<file path="src/rtl/rgb_scan_controller.sv">
// Scan sequencer for an 8x8 RGB LED matrix driven through a 74HC595-style chain.
// Optional feature macro: RGB_DIM_EN adds dim[2:0], which shortens the lit part of each row dwell.
module rgb_scan_controller #(
    parameter int unsigned SHIFT_DIV = 210,
    parameter int unsigned DWELL     = 20000
) (
    input  logic         clk,
    input  logic         rst_n,
    input  logic         enable,
`ifdef RGB_DIM_EN
    input  logic [2:0]   dim,
`endif
    input  logic [191:0] frame_data,
    input  logic         frame_valid,
    output logic         frame_ready,
    output logic         SH_CP,
    output logic         ST_CP,
    output logic         DS,
    output logic         OE,
    output logic [2:0]   row_idx,
    output logic         frame_done
);

    localparam int unsigned ROWS    = 8;
    localparam int unsigned PIX_W   = 24;
    localparam int unsigned WORD_W  = 32;
    localparam int unsigned BIT_W   = $clog2(WORD_W);
    localparam int unsigned ROW_W   = $clog2(ROWS);
    localparam int unsigned CNT_MAX = (DWELL > SHIFT_DIV) ? DWELL : SHIFT_DIV;
    localparam int unsigned CNT_W   = $clog2(CNT_MAX + 1);

    typedef logic [ROWS-1:0][PIX_W-1:0] frame_t;

    typedef enum logic [2:0] {
        ST_IDLE,
        ST_LOAD,
        ST_SHIFT,
        ST_LATCH,
        ST_DWELL
    } state_t;

    state_t              state_q, state_d;
    logic [CNT_W-1:0]    cnt_q, cnt_d;
    logic                phase_q, phase_d;
    logic [BIT_W-1:0]    bit_q, bit_d;
    logic [WORD_W-1:0]   shreg_q, shreg_d;
    logic [ROW_W-1:0]    row_q, row_d;
    frame_t              active_q, active_d;
    frame_t              pend_q, pend_d;
    logic                pend_full_q, pend_full_d;
    logic                sh_cp_q, sh_cp_d;
    logic                st_cp_q, st_cp_d;
    logic                ds_q, ds_d;
    logic                oe_q, oe_d;
    logic                done_q, done_d;
    logic                ready_q, ready_d;

`ifdef RGB_DIM_EN
    // Lit portion of the dwell: (dim+1)/8 of DWELL, rounded down
    logic [31:0] lit_len_c;
    assign lit_len_c = ((32'(dim) + 32'd1) * DWELL) >> 3;
`endif

    // Next-state, datapath and next-output logic
    always_comb begin
        state_d     = state_q;
        cnt_d       = cnt_q;
        phase_d     = phase_q;
        bit_d       = bit_q;
        shreg_d     = shreg_q;
        row_d       = row_q;
        active_d    = active_q;
        pend_d      = pend_q;
        pend_full_d = pend_full_q;
        done_d      = 1'b0;
        sh_cp_d     = 1'b0;
        st_cp_d     = 1'b0;
        ds_d        = 1'b0;
        oe_d        = 1'b1;
        ready_d     = ready_q;

        if (frame_valid && !pend_full_q) begin
            pend_d      = frame_data;
            pend_full_d = 1'b1;
        end

        unique case (state_q)
            ST_IDLE: begin
                if (enable && pend_full_q) begin
                    active_d    = pend_q;
                    pend_full_d = 1'b0;
                    row_d       = '0;
                    state_d     = ST_LOAD;
                end
            end
            ST_LOAD: begin
                shreg_d = {~(ROWS'(1) << row_q), active_q[row_q]};
                cnt_d   = '0;
                phase_d = 1'b0;
                bit_d   = '0;
                state_d = ST_SHIFT;
            end
            ST_SHIFT: begin
                // Each bit: SHIFT_DIV cycles low (data set up), SHIFT_DIV cycles high
                if (cnt_q == CNT_W'(SHIFT_DIV - 1)) begin
                    cnt_d = '0;
                    if (!phase_q) begin
                        phase_d = 1'b1;
                    end else if (bit_q == BIT_W'(WORD_W - 1)) begin
                        phase_d = 1'b0;
                        state_d = ST_LATCH;
                    end else begin
                        phase_d = 1'b0;
                        bit_d   = bit_q + BIT_W'(1);
                        shreg_d = {shreg_q[WORD_W-2:0], 1'b0};
                    end
                end else begin
                    cnt_d = cnt_q + CNT_W'(1);
                end
            end
            ST_LATCH: begin
                if (cnt_q == CNT_W'(SHIFT_DIV - 1)) begin
                    cnt_d   = '0;
                    state_d = ST_DWELL;
                end else begin
                    cnt_d = cnt_q + CNT_W'(1);
                end
            end
            ST_DWELL: begin
                if (cnt_q == CNT_W'(DWELL - 1)) begin
                    cnt_d   = '0;
                    state_d = ST_LOAD;
                    if (row_q == ROW_W'(ROWS - 1)) begin
                        done_d = 1'b1;
                        row_d  = '0;
                        // When stopping, the pending frame stays put and is taken by IDLE on restart
                        if (pend_full_q && enable) begin
                            active_d    = pend_q;
                            pend_full_d = 1'b0;
                        end
                    end else begin
                        row_d = row_q + ROW_W'(1);
                    end
                    if (!enable) begin
                        state_d = ST_IDLE;
                        row_d   = '0;
                    end
                end else begin
                    cnt_d = cnt_q + CNT_W'(1);
                end
            end
            default: begin
                state_d = ST_IDLE;
            end
        endcase

        sh_cp_d = (state_d == ST_SHIFT) && phase_d;
        ds_d    = (state_d == ST_SHIFT) && shreg_d[WORD_W-1];
        st_cp_d = (state_d == ST_LATCH);
`ifdef RGB_DIM_EN
        oe_d    = !((state_d == ST_DWELL) && (32'(cnt_d) < lit_len_c));
`else
        oe_d    = (state_d != ST_DWELL);
`endif
        ready_d = !pend_full_d;
    end

    always_ff @(posedge clk) begin
        if (!rst_n) begin
            state_q     <= ST_IDLE;
            cnt_q       <= '0;
            phase_q     <= 1'b0;
            bit_q       <= '0;
            shreg_q     <= '0;
            row_q       <= '0;
            active_q    <= '0;
            pend_q      <= '0;
            pend_full_q <= 1'b0;
            sh_cp_q     <= 1'b0;
            st_cp_q     <= 1'b0;
            ds_q        <= 1'b0;
            oe_q        <= 1'b1;
            done_q      <= 1'b0;
            ready_q     <= 1'b1;
        end else begin
            state_q     <= state_d;
            cnt_q       <= cnt_d;
            phase_q     <= phase_d;
            bit_q       <= bit_d;
            shreg_q     <= shreg_d;
            row_q       <= row_d;
            active_q    <= active_d;
            pend_q      <= pend_d;
            pend_full_q <= pend_full_d;
            sh_cp_q     <= sh_cp_d;
            st_cp_q     <= st_cp_d;
            ds_q        <= ds_d;
            oe_q        <= oe_d;
            done_q      <= done_d;
            ready_q     <= ready_d;
        end
    end

    assign frame_ready = ready_q;
    assign SH_CP       = sh_cp_q;
    assign ST_CP       = st_cp_q;
    assign DS          = ds_q;
    assign OE          = oe_q;
    assign row_idx     = row_q;
    assign frame_done  = done_q;

endmodule

</file>
<file path="config.mk">
export PLATFORM = sky130hd
export DESIGN_NAME = rgb_scan_controller
export DESIGN_NICKNAME = d
export VERILOG_FILES = /design/src/rtl/rgb_scan_controller.sv
export SDC_FILE = /design/constraint.sdc
export NUM_CORES = 1
export LEC_CHECK = 0
export ABC_AREA = 1
export BUFFER_PORTS_ARGS = -buffer_cell sky130_fd_sc_hd__clkbuf_2
export CAP_MARGIN = 10
export CELL_PAD_IN_SITES_DETAIL_PLACEMENT = 1
export CELL_PAD_IN_SITES_GLOBAL_PLACEMENT = 1
export CORE_UTILIZATION = 44
export CTS_BUF_LIST = sky130_fd_sc_hd__clkbuf_8
export DETAILED_ROUTE_END_ITERATION = 10
export PLACE_DENSITY_LB_ADDON = 0.1
export SETUP_SLACK_MARGIN = 0.05
export SLEW_MARGIN = 10
export SYNTH_ARGS = -nofsm -noshare
export SYNTH_HDL_FRONTEND = slang
export SYNTH_SLANG_ARGS = --single-unit
</file>
<file path="constraint.sdc">
create_clock -name clk -period 2.6 [get_ports clk]
set_input_delay 0.13 -clock clk [delete_from_list [all_inputs] [get_ports clk]]
set_output_delay 0.13 -clock clk [all_outputs]
set_load 0.05 [all_outputs]
</file>
* Yosys cells after proc, flatten, opt, wreduce, memory -nomap -nowiden
Cells that the tools add are included.
Word-level totals: register bits after elaboration 450, input bits 196, output and inout bits 9, word-level logic and storage cells 107
Operators by class: add/subtract/negate cells 3, $lt $le $gt $ge 1, equality and inequality tests 17, shift operators 1, mux-type cells 39, bitwise logic cells 1, reductions and logical operators 15
Operators with widths (number):
- $mux 192 | 3
- $pmux 192 s2 | 1
- $mux 32 | 3
- $bmux 24 s3 | 1
- $pmux 32 s2 | 1
- $pmux 15 s3 | 1
- $mux 15 | 2
- $mux 3 | 10
- $mux 24 | 1
- $add 15x1->15 const B | 1
- $eq 15x15->1 const B | 1
- $eq 15x8->1 const B | 1
- $mux 5 | 3
- $pmux 3 s5 | 1
- $eq 3x2->1 const B | 4
- $ne 2x2->1 const B | 6
- $pmux 5 s2 | 1
- $reduce_and 3->1 | 3
- $mux 1 | 8
- $not 8->8 | 1
- $shl 1x3->8 const A | 1
- $eq 3x3->1 const B | 2
- $pmux 3 s2 | 1
- $add 5x1->5 const B | 1
- 13 further kinds | 19

* Depth between registers and ports, before layout
Gate-level depths: netlist of the first run.
depth after elaboration 8, gate-level depth with buffers 15, depth with buffers taken out 15

* Least setup slack after synthesis of the first run
Ideal clock, no wire load.
kind register to register, start register row_q[1], in the netlist row_idx[1], end register active_q[100] (netlist name), setup time 0.113 ns, arrival 1.961 ns, data required time 2.487 ns, slack 0.526 ns, stages on the path, launching flop included 10, buffers on the path 2, clock period less this slack 2.074 ns, cells stage by stage dfxtp_1 -> ha_1 -> ha_1 -> inv_1 -> a21oi_1 -> nand2_4 -> buf_2 -> buf_2 -> o21ai_1 -> nor2_1
Between the ends: cells in the longest elaborated chain, start to end 3
Ends and longest elaborated chain:
- start: declaration | line 47 | logic [ROW_W-1:0] row_q, row_d;
- start signal: assignment | line 191 | row_q <= row_d;
- $eq 3x3->1 | line 133 | if (row_q == ROW_W'(ROWS - 1)) begin
- $ne 2x2->1 (no source line)
- $reduce_and 3->1 (no source line)
- end signal: assignment | line 192 | active_q <= active_d;
- end: declaration | line 48 | frame_t active_q, active_d;
No other way between the ends. A chain may end at the register's enable or synchronous reset.

* Worst setup path in the final report of the first run
start register cnt_q[0], end register active_q[184] (netlist name)
Between the ends: cells in the longest elaborated chain, start to end 3
Ends and longest elaborated chain:
- start: declaration | line 43 | logic [CNT_W-1:0] cnt_q, cnt_d;
- start signal: assignment | line 187 | cnt_q <= cnt_d;
- $eq 15x15->1 | line 130 | if (cnt_q == CNT_W'(DWELL - 1)) begin
- $ne 2x2->1 (no source line)
- $reduce_and 3->1 (no source line)
No other way between the ends.

==> results of run 1 <==
-- layout make-up --
class	instances	area (sq um)	share of cell area, %
timing repair buffer	456	3640	15.3
multi-input combinational	1967	8460	35.6
inverter	108	417	1.75
clock inverter	38	170	0.715
sequential	450	9010	37.9
tap	539	674	2.83
clock buffer	103	1420	5.96
antenna	1	2.50	0.0105
-- cell families (layout without fill, tap and decap cells) --
kind of cell             after synthesis  in the layout  share of synthesized area (%)
adder cells (fa/ha/maj)               10             10                          0.665
buffers and inverters                300            705                           7.18
other                                  0              1                              0
XOR/XNOR                               3              3                          0.140
AND/OR/NAND/NOR                     1466           1466                           31.0
AO/OA/AOI/OAI                        488            488                           13.1
flip-flops                           450            450                           47.9
-- power by group through the flow --
| stage | combinational (uW) | sequential, uW | clock, uW |
|---|---|---|---|
| 2_1_floorplan | 1240 | 7720 | 0 |
| 3_3_place_gp | 1800 | 7820 | 0 |
| 3_5_place_dp | 1860 | 7830 | 0 |
| 4_1_cts | 2140 | 7690 | 6650 |
| 5_1_grt | 2430 | 7740 | 6930 |
| 6_report | 2200 | 7700 | 6520 |
-- cells in the final DEF (no fill, tap or decap), types with 19 or more instances in the layout --
master and count:
inv_1 126, buf_4 26, dfxtp_1 448, dlygate4sd3_1 211, nand2_1 267, o21ai_1 171, nor2_1 987, clkbuf_8 103
o21ai_0 285, nor3_1 23, nand3_1 157, clkbuf_2 203, a21oi_1 19
-- stage by stage --
step	total power (uW)	util, %
finish	16400	56.6
global route	17100	56.6
CTS	16500	56.6
detailed placement	9690	47.8
global placement	9620	47.8
floorplan	8960	-
-- state kept, by name (all words and copies together), names as in the netlist, 3 cells and up --
| signal | flops |
|---|---|
| active_q | 192 |
| row_idx | 3 |
| cnt_q | 15 |
| bit_q | 5 |
| shreg_q | 32 |
| state_q | 3 |
| pend_q | 192 |
-- per-layer routing --
layer | share of wire [%] | vias to the layer above
met5 | 0 | -
met4 | 3.9 | 0
met3 | 4.1 | 150
met2 | 48 | 454
met1 | 44 | 9174
li1 | - | 9374
-- path summary, 6_finish.rpt --
kind | to | slack [ns] | depth (start not counted)
min | pend_q[29]$_SDFFE_PN0P_ | 0.26 | 4
min reg2reg | active_q[139]$_SDFFE_PN0P_ | 0.48 | 2
max reg2reg | active_q[184]$_SDFFE_PN0P_ | 0.32 | 12
max | active_q[184]$_SDFFE_PN0P_ | 0.32 | 12
-- cell usage after synthesis, drive strengths merged, types with 4 or more instances --
cell type,number
nand4,17
nor2,993
a21oi,19
buf,72
o21bai,8
nor3,23
inv,104
ha,10
clkbuf,120
nand2,271
dfxtp,450
o21ai,456
nand3,157
clkinv,4
-- worst max-delay path, stage by stage (launching register included) --
cell and delay [ns]:
dfxtp_1 0.39, ha_1 0.20, nand2_1 0.10, inv_2 0.08
nand2_1 0.07, nor2_2 0.16, nand2_2 0.09, nand2_4 0.11
nand2_8 0.07, buf_12 0.19, buf_4 0.32, o21ai_0 0.22
nor2_1 0.07
-- repair_timing --
action	CTS	global route
hold endpoints to repair	215	0
endpoints found under the setup margin	0	0
hold buffers	211	0
==> impl_results.md, run 1 <==
* Worst Max-Slew Pin Slew at 1.03 ns
* CTS Buf Count at 79
* Ys flop type: dfxtp_1
* Final setup violation count at 0
* Number of routed nets with antenna violations at 0
* Antenna violations before repair at 1
* Synth area leader: dfxtp_1
* WHS at 0.256 ns
* WL/cell at 18.5 microns
* Clock Skew at 0.0279 ns
* Port Buffers at 204
* VDD IR-drop max at 0.337 mV
* FFs w/ async S/R, synth at 0%
* TNS Setup at 0 ns
* Area growth, synth to finish at 26.5%
* Layout cells sized above 1 at 12.2%
* Synth cell types at 32
* Via count at 19200
* Clk root buf: clkbuf_8
* Switching portion of total power at 28.2%
* Fin nets at 3268
* Final Max Slew Viols at 0
* Flop pwr share at 46.9%
* Die height at 209 microns
* Max Buffers Root-to-Sink at 3
* NetSw at 4630 uW
* Tot GR Track Use at 30.7%
* CORE AREA at 42000 sq um
* Post-DP HPWL at 40000 microns
* Iteration-0 DRC count of the detailed router at 1142
* Fmax at 438 MHz
* GR peak layer: met2
* Syn_nets at 2923
* Max Cap Viol at 0
* CP Max Fanout at 70
* Setup ws final at 0.317 ns
* Yosys reg bits at 450
* Final instance area at 23800 sq um
* Final worst path period share at 87.8%
* Fillers at 5418
* Syn Inst Count at 2717
* P per Cell Area at 690 nW/um^2
* Hold Path Class: in -> reg
* Vias in the first global route at 20000
* CTS H-Tree Depth at 3
* Clk sinks at 450
* Met3 global-route usage at 4.34%
* Clock share of power at 39.7%
* GRT met2 Usage at 51.8%
* Worst Setup SP: cnt_q[0]$_SDFFE_PN0P_
* Netlist Area Pre-Place at 18800 sq um
* HP Start: frame_data[29]
* Slew margin rel. at 31.1%
* Hold Fails Final Rpt at 0
* Mean post-synth cell area at 6.92 sq um
* Largest net degree at the start of global routing at 193
* CTS clk-pin slew, worst paths at 0.06 ns
* Status: completed
* Final Instance Count excl. Fillers at 3662
* Ys Warns at 0
* Vias per inst at 5.23
* Congestion Overflow GR at 0
* EDFF count, synth at 0
* Yosys top cell area share at 47.9%
* Clk Latency, worst-skew pair at 0.65 ns
* Setup Buffers After CTS at 0
* Final period demand of the worst path at 2.28 ns
* DR pass1 iterations at 5
* Power Internal at 11800 uW
* Cells after DPL at 3309
* CTS tree: yes
* DRC at 0
* Worst slack, placed at 0.378 ns
* Row cnt at 75
* Resized cells post-CTS at 0
* Worst EP arrival at 2.80 ns
* Placed cell areas at 20100 sq um
* Kind of capture point of the worst setup path: register
* Worst EP required at 3.12 ns
* Register area share after synthesis at 47.9%
* Combinational Power Share at 13.4%
* Final wirelength at 67700 microns
* First-pass GRT wire length at 106000 microns
* RR Startpoint: cnt_q[0]$_SDFFE_PN0P_
* Ranking of synthesized cells by area: dfxtp_1, nor2_1, o21ai_0
* Crit start category: register
* WS Path Type: reg -> reg
* Initial cell density of the core at 44.7%
* Met1 usage in global routing at 38.9%
* Die ar. at 43600 sq um
* Die X at 209 microns
* RSZ-0062 raised after global routing: no
* Static leakage at 0.0105 uW
* Global placement routability congestion at 0.844
* Number of I/O pins at 205
Note: power is estimated with default switching activity, not from simulation.
==> run 2, diff against run 1 <==
--- a/config.mk
+++ b/config.mk
@@ -10,10 +10,11 @@
 export CAP_MARGIN = 10
 export CELL_PAD_IN_SITES_DETAIL_PLACEMENT = 1
 export CELL_PAD_IN_SITES_GLOBAL_PLACEMENT = 1
-export CORE_UTILIZATION = 44
+export CORE_UTILIZATION = 47
 export CTS_BUF_LIST = sky130_fd_sc_hd__clkbuf_8
 export DETAILED_ROUTE_END_ITERATION = 10
 export PLACE_DENSITY_LB_ADDON = 0.1
+export REMOVE_ABC_BUFFERS = 1
 export SETUP_SLACK_MARGIN = 0.05
 export SLEW_MARGIN = 10
 export SYNTH_ARGS = -nofsm -noshare
==> constraint.sdc (replaced) <==
create_clock -name clk -period 2.9 [get_ports clk]
set_input_delay 0.145 -clock clk [delete_from_list [all_inputs] [get_ports clk]]
set_output_delay 0.145 -clock clk [all_outputs]
set_load 0.05 [all_outputs]
==> impl_results.md, run 2 (synthesis gave the netlist of run 1 again) <==
* Status: completed
* Final Max Slew Viols at 0 (unchanged)
* Tot GR Track Use at 33.6% (+2.9 points)
* Die height at 202 microns (-3.2%)
* Worst R2R End: active_q[53]$_SDFFE_PN0P_
* Reg2reg path depth at 9 (-3)
* Pwr Total at 14600 uW (-11%)
* Global placement routability congestion at 0.838 (-0.76%)
* CP Max Fanout at 61 (-13%)
* Die X at 202 microns (-3.2%)
* Final worst path period share at 91.8% (+4.0 points)
* Worst hold stages at 4 (unchanged)
* Area growth, synth to finish at 25.8%
* Vias in the first global route at 21600 (+8.2%)
* WHS at 0.291 ns (+0.0351 ns)
* Final setup violation count at 0 (unchanged)
* Antenna violations before repair at 3 (+2)
* Worst Max-Slew Pin Slew at 1.21 ns (+0.182 ns)
* Final Instance Count excl. Fillers at 3635 (-0.74%)
* Number of routed nets with antenna violations at 0 (unchanged)
* Worst EP required at 3.45 ns (+0.33 ns)
* Fillers at 5061 (-6.6%)
* Clk root buf: clkbuf_8
* Kind of capture point of the worst setup path: register
* Setup slack, reg-to-reg at 0.24 ns (-0.08 ns)
* Initial cell density of the core at 48.1% (+3.4 points)
* Max Cap Viol at 0 (unchanged)
* Placed cell areas at 19900 sq um (-0.74%)
* Hold Fails Final Rpt at 0 (unchanged)
* Die ar. at 40800 sq um (-6.3%)
* DR pass1 iterations at 5 (unchanged)
* Final wirelength at 68600 microns (+1.4%)
* RR Startpoint: row_idx[0]$_SDFFE_PN0P_
* Max Buffers Root-to-Sink at 3 (unchanged)
* VDD IR-drop max at 0.320 mV (-5.0%)
* Largest net degree at the start of global routing at 202 (+4.7%)
* Most common cell after layout, fill and taps aside: nor2_1
* Fmax at 376 MHz (-14%)
* P per Cell Area at 615 nW/um^2 (-11%)
* Iteration-0 DRC count of the detailed router at 1065 (-6.7%)
* CTS H-Tree Depth at 3 (unchanged)
* Vias per inst at 5.41 (+3.4%)
* CTS tree: yes
* Port Buffers at 204 (unchanged)
* First-pass GRT wire length at 111000 microns (+4.2%)
* Post-DP HPWL at 33600 microns (-16%)
* Static leakage at 0.0105 uW (-0.63%)
* Crit start category: register
* RSZ-0062 raised after global routing: no
* Clock Skew at 0.0286 ns (+0.000689 ns)
* Final period demand of the worst path at 2.66 ns (+0.380 ns)
* Congestion Overflow GR at 0 (unchanged)
* CP Buf/Inv Count at 3 (unchanged)
* Row cnt at 72 (-4.0%)
* WL/cell at 18.9 microns (+2.1%)
* Top Registers: active_q x192, pend_q x192, shreg_q x32
* WS Path Type: reg -> reg
* Worst path cell trace: ha_1, ha_1, inv_1, a21oi_1, nand2_8, inv_6, buf_12, nor2_1, nor2_1
* CTS Buf Count at 76 (-3.8%)
* Slew margin rel. at 19.0% (-12 points)
* Hold Path Class: in -> reg
* CP max stage cell: dfxtp_4
* Worst slack, placed at 0.417 ns (+0.0388 ns)
* Crit path max-delay family: buffers and inverters
* Levels on crit path at 9 (-3)
* Clk sinks at 450 (unchanged)
* Slowest stage delay, CP at 0.41 ns (+0.02 ns)
* Worst Setup SP: row_idx[0]$_SDFFE_PN0P_
* Fin nets at 3271 (+0.092%)
* Setup Buffers After CTS at 0 (unchanged)
* Final instance area at 23700 sq um (-0.59%)
* Layout cells sized above 1 at 11.8% (-0.32 points)
* Setup ws final at 0.237 ns (-0.0795 ns)
* Cells after DPL at 3281 (-0.85%)
* Via count at 19700 (+2.6%)
* Critical Path Sink: active_q[53]$_SDFFE_PN0P_
* DRC at 0 (unchanged)
* Number of I/O pins at 205 (unchanged)
* Worst EP arrival at 3.21 ns (+0.41 ns)
* Clk Latency, worst-skew pair at 0.64 ns (about the same)
* CORE AREA at 39100 sq um (-7.0%)
* CTS clk-pin slew, worst paths at 0.07 ns (about the same)
* Commonest non-fill, non-tap cells in the layout: nor2_1, dfxtp_1, o21ai_0
[run 2: cell count changes in the layout (fill, tap and decap cells not counted), sizes merged]
cell         previous run  this run
inv                   134       127
clkbuf                306       300
dlygate4sd3           211       224
diode                   1         3
buf                    42        35
clkinvlp                2         1
[run 2: worst min path at each step]
| stage | startpoint | endpoint | slack, ns |
|---|---|---|---|
| CTS | frame_data[42] | pend_q[42]$_SDFFE_PN0P_ | 0.25 |
| finish | frame_data[163] | pend_q[163]$_SDFFE_PN0P_ | 0.29 |
| global placement | frame_data[177] | pend_q[177]$_SDFFE_PN0P_ | 0.37 |
| floorplan | rst_n | OE$_SDFF_PN1_ | 0.23 |
| global route | frame_data[44] | pend_q[44]$_SDFFE_PN0P_ | 0.28 |
| detailed placement | frame_data[11] | pend_q[11]$_SDFFE_PN0P_ | 0.38 |
[run 2: what timing repair did]
action,CTS,global route
hold endpoints to repair,226,0
gates resized for setup,0,0
hold buffers,224,0
[run 2: metrics by stage]
step / util (%) / TNS (ns)
2_1_floorplan: - / -1989.59
3_3_place_gp: 51.0 / 0
3_5_place_dp: 51.0 / 0
4_1_cts: 60.5 / 0
5_1_grt: 60.5 / 0
6_report: 60.5 / 0
[run 2: layout make-up]
| type | count | area, sq um | share of cell area [%] |
|---|---|---|---|
| timing repair buffer | 462 | 3640 | 15.4 |
| antenna | 3 | 7.51 | 0.0317 |
| inverter | 108 | 418 | 1.77 |
| clock inverter | 30 | 125 | 0.529 |
| tap | 518 | 648 | 2.74 |
| sequential | 450 | 9020 | 38.1 |
| clock buffer | 97 | 1340 | 5.64 |
| multi-input combinational | 1967 | 8460 | 35.8 |
[run 2: routing by layer]
layer,share of wire [%],global-route usage (%),wire [microns]
met4,4.1,16.2,2820
met2,52,61.6,35500
met3,3.8,5.00,2600
met1,40,37.9,27700
met5,0,0,0
[run 2: worst register-to-register path, delay by kind of cell, from the launching register on]
family	cells	cell delay (ns)
AO/OA/AOI/OAI	1	0.39
buffers and inverters	3	0.78
adder cells (fa/ha/maj)	2	0.37
AND/OR/NAND/NOR	3	0.64
flip-flops	1	0.41
[run 2: power breakdown]
group	internal [uW]	total, uW	switching (uW)
Sequential	6630	6890	261
Clock	2980	5700	2720
Combinational	769	1970	1200
Total	10400	14600	4180
==> run 3, diff against run 2 <==
--- a/config.mk
+++ b/config.mk
@@ -10,9 +10,11 @@
 export CAP_MARGIN = 10
 export CELL_PAD_IN_SITES_DETAIL_PLACEMENT = 1
 export CELL_PAD_IN_SITES_GLOBAL_PLACEMENT = 1
+export CORE_MARGIN = 4
 export CORE_UTILIZATION = 47
 export CTS_BUF_LIST = sky130_fd_sc_hd__clkbuf_8
 export DETAILED_ROUTE_END_ITERATION = 10
+export GPL_TIMING_DRIVEN = 0
 export PLACE_DENSITY_LB_ADDON = 0.1
 export REMOVE_ABC_BUFFERS = 1
 export SETUP_SLACK_MARGIN = 0.05
==> impl_results.md, run 3 (synthesis gave the netlist of run 1 again) <==
* Hold Path Class: in -> reg
* Setup ws final at 0.165 ns (-0.0726 ns)
* CP Max Fanout at 111 (+82%)
* Worst slack, placed at -1.29 ns (-1.71 ns)
* Final setup violation count at 0 (unchanged)
* Final wirelength at 68600 microns (unchanged)
* CTS clk-pin slew, worst paths at 0.06 ns (about the same)
* DRC at 0 (unchanged)
* Worst R2R End: active_q[184]$_SDFFE_PN0P_
* Fin nets at 3238 (-1.0%)
* Number of I/O pins at 205 (unchanged)
* DR WL met3 at 3110 microns (+19%)
* CP max stage cell: dfxtp_4
* Vias in the first global route at 20900 (-3.0%)
* Port Buffers at 204 (unchanged)
* CTS Buf Count at 77 (+1.3%)
* FF+latch area at 9020 sq um (unchanged)
* Most common cell after layout, fill and taps aside: nor2_1
* Die X at 208 microns (+3.0%)
* Final Instance Count excl. Fillers at 3612 (-0.63%)
* Congestion Overflow GR at 0 (unchanged)
* First-pass GRT wire length at 109000 microns (-2.1%)
* Setup slack, reg-to-reg at 0.16 ns (-0.07 ns)
* WHS at 0.179 ns (-0.112 ns)
* P per Cell Area at 615 nW/um^2 (about the same)
* CTS tree: yes
* Worst EP required at 3.41 ns (-0.04 ns)
* Slew margin rel. at 22.5% (+3.4 points)
* DR pass1 iterations at 5 (unchanged)
* VDD IR-drop max at 0.460 mV (+44%)
* Initial cell density of the core at 47.4% (-0.66 points)
* Worst Max-Slew Pin Slew at 1.16 ns (-0.0528 ns)
* Vias per inst at 5.43 (+0.43%)
* Global placement routability congestion at 0.853 (+1.8%)
* Max layer used: met5
* Via count at 19600 (-0.21%)
* Status: completed
* Row cnt at 73 (+1.4%)
* Top Registers: active_q x192, pend_q x192, shreg_q x32
* Wl on met1 at 28400 microns (+2.7%)
* Clk sinks at 450 (unchanged)
* Max Cap Viol at 0 (unchanged)
* Crit start category: register
* Multi-input gate area in the final layout at 8520 sq um (+0.69%)
* Clk Latency, worst-skew pair at 0.64 ns (about the same)
* Die ar. at 43300 sq um (+6.0%)
* Max Buffers Root-to-Sink at 3 (unchanged)
* Antenna violations before repair at 5 (+2)
* Hold Fails Final Rpt at 0 (unchanged)
* RR Startpoint: row_idx[0]$_SDFFE_PN0P_
* Final Max Slew Viols at 0 (unchanged)
* Fmax at 366 MHz (-2.7%)
* Tot GR Track Use at 30.3% (-3.3 points)
* Reg2reg path depth at 9 (unchanged)
* Slowest stage delay, CP at 0.57 ns (+0.16 ns)
* Commonest non-fill, non-tap cells in the layout: nor2_1, dfxtp_1, o21ai_0
* CORE AREA at 39600 sq um (+1.4%)
* HP Start: rst_n
* Final period demand of the worst path at 2.74 ns (+0.0726 ns)
* Die height at 208 microns (+3.0%)
* Number of routed nets with antenna violations at 0 (unchanged)
* Layout cells sized above 1 at 12.3% (+0.48 points)
* Post-DP HPWL at 33900 microns (+0.97%)
* Kind of capture point of the worst setup path: register
* RSZ-0062 raised after global routing: no
* Fillers at 5082 (+0.41%)
* Final worst path period share at 94.3% (+2.5 points)
* Area growth, synth to finish at 26.1%
* WS Path Type: reg -> reg
* Largest net degree at the start of global routing at 157 (-22%)
* Clk root buf: clkbuf_8
* CTS H-Tree Depth at 3 (unchanged)
* Clock Skew at 0.0179 ns (-0.0107 ns)
* Routed wl met2 at 34300 microns (-3.4%)
* Hold Path Sink: cnt_q[13]$_SDFFE_PN0P_
* Cells after DPL at 3270 (-0.34%)
* Worst path cell trace: buf_16, ha_1, ha_1, inv_1, a21oi_4, nand2_8, buf_16, o21ai_0, nor2_1
* Worst hold stages at 3 (-1)
* WL/cell at 19.0 microns (+0.64%)
* Static leakage at 0.0104 uW (-0.99%)
* Worst EP arrival at 3.25 ns (+0.04 ns)
* Final Util at 59.8% (-0.69 points)
* Iteration-0 DRC count of the detailed router at 1187 (+11%)
run 3: cell types whose count changed in the layout (fill, tap and decap cells not counted), sizes merged:
cell and delta:
inv -6, clkinv +2, clkinvlp +5, diode +1, dlygate4sd3 -30, buf -11
nand2 +2, clkbuf +7
run 3: final cells by class:
cell class	count	share of cell area, %
antenna	4	0.0422
clock buffer	100	5.80
sequential	450	38.0
multi-input combinational	1969	35.9
clock inverter	30	0.617
timing repair buffer	425	14.9
timing repair inverter	1	0.0264
inverter	108	1.90
tap	525	2.77
run 3: metrics by stage:
step / power, uW / instance area (sq um) / TNS [ns]
2_1_floorplan: 7930 / 17900 / -1989.59
3_3_place_gp: 8560 / 19500 / -5086.87
3_5_place_dp: 8570 / 20000 / -161.35
4_1_cts: 14500 / 23600 / 0
5_1_grt: 15200 / 23700 / 0
6_report: 14600 / 23700 / 0
run 3: report_power, final:
part	leakage, uW	switching, uW	internal (uW)
sequential	0.00370	251	6630
clock	0.000841	2670	3080
combinational	0.00582	1190	763
run 3: per-layer routing:
metal,GRT usage [%],up-vias
met3,5.28,204
li1,-,9317
met2,54.1,529
met5,0,-
met1,36.0,9561
met4,12.9,2
run 3: worst max path at each step:
stage / from / slack, ns / end
after detailed placement: bit_q[0]$_SDFFE_PN0P_ / -1.29 / shreg_q[0]$_SDFFE_PN0P_
final: row_idx[0]$_SDFFE_PN0P_ / 0.16 / active_q[184]$_SDFFE_PN0P_
after global placement: frame_valid / -19.10 / pend_q[87]$_SDFFE_PN0P_
after global routing: row_idx[0]$_SDFFE_PN0P_ / 0.05 / active_q[191]$_SDFFE_PN0P_
after floorplan: pend_full_q$_SDFF_PN0_ / -7.43 / pend_q[0]$_SDFFE_PN0P_
after CTS: row_idx[0]$_SDFFE_PN0P_ / 0.05 / active_q[147]$_SDFFE_PN0P_
run 3: repair_timing:
item / CTS / global route
setup buffers: 4 / 3
endpoints found under the setup margin: 232 / 180
gates resized for setup: 9 / 3
pin swaps: 3 / 0
hold endpoints to repair: 197 / 0
cloned: 4 / 3
hold buffers: 194 / 0
run 3: critical path: cells and delay by family, from the launching register on:
kind | cells | cell delay [ns]
adder cells (fa/ha/maj) | 2 | 0.40
flip-flops | 1 | 0.57
AO/OA/AOI/OAI | 2 | 0.55
buffers and inverters | 3 | 0.67
AND/OR/NAND/NOR | 2 | 0.31
